==> config.mk <==
export PLATFORM = sky130hd
export DESIGN_NAME = alu_ctrl_fsm
export DESIGN_NICKNAME = d
export VERILOG_FILES = /design/src/rtl/alu_ctrl_fsm.sv
export SDC_FILE = /design/constraint.sdc
export NUM_CORES = 1
export LEC_CHECK = 0
export ABC_CLOCK_PERIOD_IN_PS = 3100
export CAP_MARGIN = 10
export CORE_MARGIN = 2
export CORE_UTILIZATION = 34
export CTS_CLUSTER_DIAMETER = 150
export DETAILED_ROUTE_END_ITERATION = 8
export PLACE_DENSITY = 0.65
export SYNTH_ARGS = -nofsm -noshare
export SYNTH_HDL_FRONTEND = slang
export SYNTH_SLANG_ARGS = --single-unit
==> constraint.sdc <==
create_clock -name clk -period 3.1 [get_ports clk]
set_clock_uncertainty 0.2 [all_clocks]
set_input_delay 0.62 -clock clk [delete_from_list [all_inputs] [get_ports clk]]
set_output_delay 0.62 -clock clk [all_outputs]
set_load 0.01 [all_outputs]
==> src/rtl/alu_ctrl_fsm.sv <==
// Multi-cycle RV32I control sequencer: fetch handshake, opcode decode into ALU class flags,
// EXEC/MEM/WB sequencing with branch resolution, and a memory-stall watchdog that traps.
//
// state  | meaning
// FETCH  | request instruction, load IR on imem_rdy
// DECODE | classify opcode, register flags and func fields on exit
// EXEC   | ALU cycle; branches resolve and update PC here
// MEM    | data memory access, held until dmem_rdy
// WB     | register-file write and PC update
// TRAP   | sticky fault, all strobes off until rst
module alu_ctrl_fsm #(
  parameter int unsigned MEM_TIMEOUT = 15
) (
  input  logic        clk,
  input  logic        rst,
  input  logic [31:0] instr,
  input  logic        imem_rdy,
  input  logic        dmem_rdy,
  input  logic        EQ,
  input  logic        EQM,
  input  logic        EQM_U,
  output logic        imem_req,
  output logic        ir_we,
  output logic        dmem_re,
  output logic        dmem_we,
  output logic        rf_we,
  output logic        pc_we,
  output logic [1:0]  pc_sel,
  output logic        isALUreg,
  output logic        isALUimm,
  output logic        isBranch,
  output logic        isJALR,
  output logic        isJAL,
  output logic        isAUIPC,
  output logic        isLUI,
  output logic        isLoad,
  output logic        isStore,
  output logic [2:0]  func3,
  output logic [6:0]  func7,
  output logic [4:0]  shamt,
  output logic        trap,
  output logic        bus_err,
  output logic [2:0]  state
);

  localparam logic [2:0] S_FETCH  = 3'd0;
  localparam logic [2:0] S_DECODE = 3'd1;
  localparam logic [2:0] S_EXEC   = 3'd2;
  localparam logic [2:0] S_MEM    = 3'd3;
  localparam logic [2:0] S_WB     = 3'd4;
  localparam logic [2:0] S_TRAP   = 3'd7;

  localparam logic [7:0] TIMEOUT_CNT = 8'(MEM_TIMEOUT);

  // class vector bit positions
  localparam int C_ALUREG = 0;
  localparam int C_ALUIMM = 1;
  localparam int C_BRANCH = 2;
  localparam int C_JALR   = 3;
  localparam int C_JAL    = 4;
  localparam int C_AUIPC  = 5;
  localparam int C_LUI    = 6;
  localparam int C_LOAD   = 7;
  localparam int C_STORE  = 8;

  logic [2:0] state_q, state_d;
  logic [7:0] cnt_q, cnt_d;
  logic [8:0] cls_q, cls_d;
  logic [2:0] func3_q, func3_d;
  logic [6:0] func7_q, func7_d;
  logic [4:0] shamt_q, shamt_d;
  logic       trap_q, trap_d;
  logic       bus_err_q, bus_err_d;

  logic [8:0] dec_cls;
  logic [7:0] cnt_inc;
  logic       timeout;
  logic       br_legal;
  logic       br_taken;
  logic       unused_instr;

  assign unused_instr = ^{instr[19:15], instr[11:7]};
  assign cnt_inc      = cnt_q + 8'd1;
  assign timeout      = (cnt_inc == TIMEOUT_CNT);
  assign br_legal     = (func3_q[2:1] != 2'b01);

  always_comb begin
    dec_cls = '0;
    case (instr[6:0])
      7'b0110011: dec_cls[C_ALUREG] = 1'b1;
      7'b0010011: dec_cls[C_ALUIMM] = 1'b1;
      7'b1100011: dec_cls[C_BRANCH] = 1'b1;
      7'b1100111: dec_cls[C_JALR]   = 1'b1;
      7'b1101111: dec_cls[C_JAL]    = 1'b1;
      7'b0010111: dec_cls[C_AUIPC]  = 1'b1;
      7'b0110111: dec_cls[C_LUI]    = 1'b1;
      7'b0000011: dec_cls[C_LOAD]   = 1'b1;
      7'b0100011: dec_cls[C_STORE]  = 1'b1;
      default:    dec_cls           = '0;
    endcase
  end

  always_comb begin
    br_taken = 1'b0;
    case (func3_q)
      3'b000:  br_taken = EQ;
      3'b001:  br_taken = !EQ;
      3'b100:  br_taken = EQM;
      3'b101:  br_taken = !EQM;
      3'b110:  br_taken = EQM_U;
      3'b111:  br_taken = !EQM_U;
      default: br_taken = 1'b0;
    endcase
  end

  always_ff @(posedge clk) begin
    if (rst) begin
      state_q   <= S_FETCH;
      cnt_q     <= '0;
      cls_q     <= '0;
      func3_q   <= '0;
      func7_q   <= '0;
      shamt_q   <= '0;
      trap_q    <= 1'b0;
      bus_err_q <= 1'b0;
    end else begin
      state_q   <= state_d;
      cnt_q     <= cnt_d;
      cls_q     <= cls_d;
      func3_q   <= func3_d;
      func7_q   <= func7_d;
      shamt_q   <= shamt_d;
      trap_q    <= trap_d;
      bus_err_q <= bus_err_d;
    end
  end

  always_comb begin
    state_d   = state_q;
    cnt_d     = '0;
    cls_d     = cls_q;
    func3_d   = func3_q;
    func7_d   = func7_q;
    shamt_d   = shamt_q;
    trap_d    = trap_q;
    bus_err_d = bus_err_q;
    case (state_q)
      S_FETCH: begin
        if (imem_rdy) begin
          state_d = S_DECODE;
        end else if (timeout) begin
          state_d   = S_TRAP;
          bus_err_d = 1'b1;
        end else begin
          cnt_d = cnt_inc;
        end
      end
      S_DECODE: begin
        cls_d   = dec_cls;
        func3_d = instr[14:12];
        shamt_d = instr[24:20];
        // only shifts-right-immediate and R-type carry func7; ADDI must never look like SUB
        if (dec_cls[C_ALUREG] || (dec_cls[C_ALUIMM] && instr[14:12] == 3'b101))
          func7_d = instr[31:25];
        else
          func7_d = '0;
        state_d = (|dec_cls) ? S_EXEC : S_TRAP;
      end
      S_EXEC: begin
        if (cls_q[C_LOAD] || cls_q[C_STORE])
          state_d = S_MEM;
        else if (cls_q[C_BRANCH])
          state_d = br_legal ? S_FETCH : S_TRAP;
        else
          state_d = S_WB;
      end
      S_MEM: begin
        if (dmem_rdy) begin
          state_d = cls_q[C_LOAD] ? S_WB : S_FETCH;
        end else if (timeout) begin
          state_d   = S_TRAP;
          bus_err_d = 1'b1;
        end else begin
          cnt_d = cnt_inc;
        end
      end
      S_WB:    state_d = S_FETCH;
      S_TRAP:  state_d = S_TRAP;
      default: state_d = S_FETCH;
    endcase
    if (state_d == S_TRAP && state_q != S_TRAP) begin
      trap_d  = 1'b1;
      cls_d   = '0;
      func3_d = '0;
      func7_d = '0;
      shamt_d = '0;
    end
  end

  // rst gates the strobes so they fall together with the reset edge
  always_comb begin
    imem_req = 1'b0;
    ir_we    = 1'b0;
    dmem_re  = 1'b0;
    dmem_we  = 1'b0;
    rf_we    = 1'b0;
    pc_we    = 1'b0;
    pc_sel   = 2'b00;
    if (!rst) begin
      case (state_q)
        S_FETCH: begin
          imem_req = 1'b1;
          ir_we    = imem_rdy;
        end
        S_EXEC: begin
          if (cls_q[C_BRANCH] && br_legal) begin
            pc_we  = 1'b1;
            pc_sel = br_taken ? 2'b01 : 2'b00;
          end
        end
        S_MEM: begin
          dmem_re = cls_q[C_LOAD];
          dmem_we = cls_q[C_STORE];
          pc_we   = dmem_rdy && cls_q[C_STORE];
        end
        S_WB: begin
          rf_we  = 1'b1;
          pc_we  = 1'b1;
          pc_sel = cls_q[C_JAL] ? 2'b01 : (cls_q[C_JALR] ? 2'b10 : 2'b00);
        end
        default: ;
      endcase
    end
  end

  assign isALUreg = cls_q[C_ALUREG];
  assign isALUimm = cls_q[C_ALUIMM];
  assign isBranch = cls_q[C_BRANCH];
  assign isJALR   = cls_q[C_JALR];
  assign isJAL    = cls_q[C_JAL];
  assign isAUIPC  = cls_q[C_AUIPC];
  assign isLUI    = cls_q[C_LUI];
  assign isLoad   = cls_q[C_LOAD];
  assign isStore  = cls_q[C_STORE];
  assign func3    = func3_q;
  assign func7    = func7_q;
  assign shamt    = shamt_q;
  assign trap     = trap_q;
  assign bus_err  = bus_err_q;
  assign state    = state_q;

endmodule

==> run summary <==
Max-cap viol count - 0
Die Y - 79.1 um
Largest buffer count on any clock path - 2
First-pass GRT wire length - 8.39 mm
Asr flop ratio synth - 0%
# hold bufs at CTS - 0
Syn nets - 262
Vias in the first global route - 1,777
CTS buffer count - 5
Drt wl/cell - 13.8 um
EDFF count, synth - 0
Worst setup endpoint - pc_sel[0]
Mapped Cells - 221
Core ar. - 5470 sq um
Setup repair bufs after CTS - 0
Area grow syn2layout - 43.4%
Area share of the largest cell type after synthesis - 38.6%
PD cells - 582 nW/um^2
Share of layout cells above drive strength 1 - 12.4%
# port buffers - 65
Commonest non-fill, non-tap cells in the layout - clkdlybuf4s50_1 (64), dfxtp_1 (37), nor3_1 (18)
Yosys warns - 0
Endpoints failing setup - 0
Lkg Pwr - 0.000947 uW
Area share of fa/ha/maj cells after synthesis - 1.31%
Clock Power Share - 20.3%
CP endpoint kind - output port
Critical Path Fanout Max - 1
Initial antenna violation count - 0
Int Pwr - 1010 uW
Logic gate share of total power - 42.7%
Clock latency on the worst-skew pair - 290 ps
Worst-path clk slew - 70 ps
Reg-to-reg critical path startpoint - cnt_q[0]
Synth Flop Type - dfxtp_1
Sequential cell area - 741 sq um
Setup CP Type - in -> out
Overall routing resource usage - 17.0%
Total grt overflow - 0
Largest family of logic cells by synthesized area - simple AND/OR/NAND/NOR gates
Dpl hpwl - 3.58 mm
Synth Area per Inst - 8.67 sq um
Tightest Pin Transition - 603 ps
Placer Congestion - 0.840
Critical Path AT - 2200 ps
Post-layout min period - 3020 ps
Die Wd - 79.1 um
Largest net degree at the start of global routing - 25
Starting Density - 35.0%
CTS Sinks - 37
Final Cycle Share - 97.4%
Max Freq - 331 MHz
FILL cells - 542
FF-to-FF setup slack - 620 ps
Most common cell after layout, fill and taps aside - clkdlybuf4s50_1
Seq pwr share - 37.0%
H-tree Lvls - 2
Yosys cell types - 47
Fin worst setup slack - 79.2 ps
DRC viols - 0
Routed WL - 5.00 mm
Boundary pin count - 76
Multiplexer share of the synthesized area - 4.18%
Cell area after synthesis - 1920 sq um
Synthesis-stage register bit count - 37
Ant. Diodes - 0
Worst hold path type - reg -> reg
Multi-input gate area - 1070 sq um
CTS tree - built
VDD IR max - 0.000289 V
First-pass detailed-route iteration total - 4
Synth Area in Simple Gates - 30.9%
Row Count - 27
Relative slew slack - 59.6%
Nets - 331
Psw - 592 uW
Sequential area share after synthesis - 38.6%
Worst slack, placed - -276 ps
Fin. max-slew vios - 0
RSZ-0062 raised after global routing - false
Switch share - 37.0%
Compound-gate portion of the synthesized area - 14.9%
Crit path required time - 2280 ps
Final hold vios - 0
Setup_tns - 0 ps
Startpoint types - primary input
Vias per cell - 5.09
Crit path from - EQM
XOR/XNOR share of the synthesized area - 3.66%
Synth top area cells - dfxtp_1 (39%), nor3_1 (4.7%), mux2i_1 (4.2%)
Reg2reg path depth - 7
Initial DRC Count - 156
Run status - complete, no violations
Largest area contributor in the netlist - dfxtp_1
Via Count - 1,848
Remaining antenna violation count - 0
Root Buffer - clkbuf_8
Reg2reg end - shamt[1]
Die footprint - 6250 sq um
## state kept, by name (all words and copies together) (netlist names)
name / flops
state: 3
bus_err: 1
shamt: 5
func3: 3
trap: 1
cnt_q: 8
func7: 7
cls_q: 9
## metrics by stage
step / instances / util, % / hold slack, ps / power, uW / area, sq um
2_1_floorplan: 221 / - / 225 / 992 / 1920
3_3_place_gp: 355 / 48.6 / 235 / 1270 / 2660
3_5_place_dp: 355 / 48.6 / 240 / 1280 / 2660
4_1_cts: 363 / 50.2 / 250 / 1610 / 2750
5_1_grt: 363 / 50.2 / 279 / 1710 / 2750
6_report: 363 / 50.2 / 249 / 1600 / 2750
## per-layer routing
| layer | share of wire, % | vias to the layer above | global-route usage [%] |
|---|---|---|---|
| met5 | 0 | - | 0 |
| met3 | 7.3 | 13 | 5.23 |
| met2 | 43 | 62 | 25.3 |
| met4 | 2.3 | 0 | 7.24 |
| li1 | - | 933 | - |
| met1 | 47 | 840 | 22.8 |
## area by class of cell
cell class	count	area share (%)
clock buffers	6	2.64
repair buffers	76	26.9
clock inverters	2	0.364
well taps	72	3.28
inverters	6	0.819
multi-input cells	164	39.0
flip-flops and latches	37	26.9
## cell usage after synthesis (2+ instances only)
| cell | n |
|---|---|
| a211oi_2 | 4 |
| mux2i_1 | 8 |
| nor2b_1 | 3 |
| a211oi_1 | 5 |
| or4_1 | 2 |
| nor3_2 | 6 |
| a22oi_1 | 4 |
| xor2_1 | 4 |
| o21ai_0 | 5 |
| a21oi_1 | 14 |
| nand2_1 | 17 |
| nand2b_1 | 5 |
| nor3b_1 | 2 |
| nor3_1 | 18 |
| a31oi_1 | 4 |
| o21a_1 | 2 |
| ha_1 | 2 |
| inv_1 | 6 |
| dfxtp_1 | 37 |
| and2_1 | 4 |
| nor4b_1 | 2 |
| or3_1 | 2 |
| and3_1 | 4 |
| xnor2_1 | 4 |
| nand3b_1 | 4 |
| nor2_1 | 14 |
| nand3_1 | 12 |
| clkbuf_1 | 8 |
## critical path: stages
cell and delay [ps]:
clkdlybuf4s50_1 410, mux2i_1 180, xnor2_1 140, a21oi_1 110, o32a_1 330, nor3_1 220, clkbuf_2 190
## kinds of logic (layout without fill, tap and decap cells)
family,after synthesis,in the layout
flip-flops,37,37
AO/OA/AOI/OAI,42,42
adder cells (fa/ha/maj),2,2
XOR/XNOR,8,8
AND/OR/NAND/NOR,104,104
buffers and inverters,20,90
multiplexers,8,8
## power by group through the flow
stage                     clock [uW]  sequential [uW]  combinational, uW
after floorplan                    0              603                389
after global placement             0              601                670
after detailed placement           0              600                676
after CTS                        339              592                681
after global routing             358              603                750
final                            325              592                682
## worst min path at each step
stage | start | to | slack [ps] | cells past startpoint
2_1_floorplan | cnt_q[0] | cnt_q[0] | 230 | 1
3_3_place_gp | bus_err | bus_err | 230 | 2
3_5_place_dp | bus_err | bus_err | 240 | 2
4_1_cts | bus_err | bus_err | 250 | 2
5_1_grt | bus_err | bus_err | 280 | 2
6_report | bus_err | bus_err | 250 | 2
## what timing repair did
action,in CTS,in global routing
hold endpoints to repair,0,0
pin swaps,0,0
endpoints found under the setup margin,2,3
gates resized for setup,2,3
No activity file was read; power rests on OpenSTA's default activity.
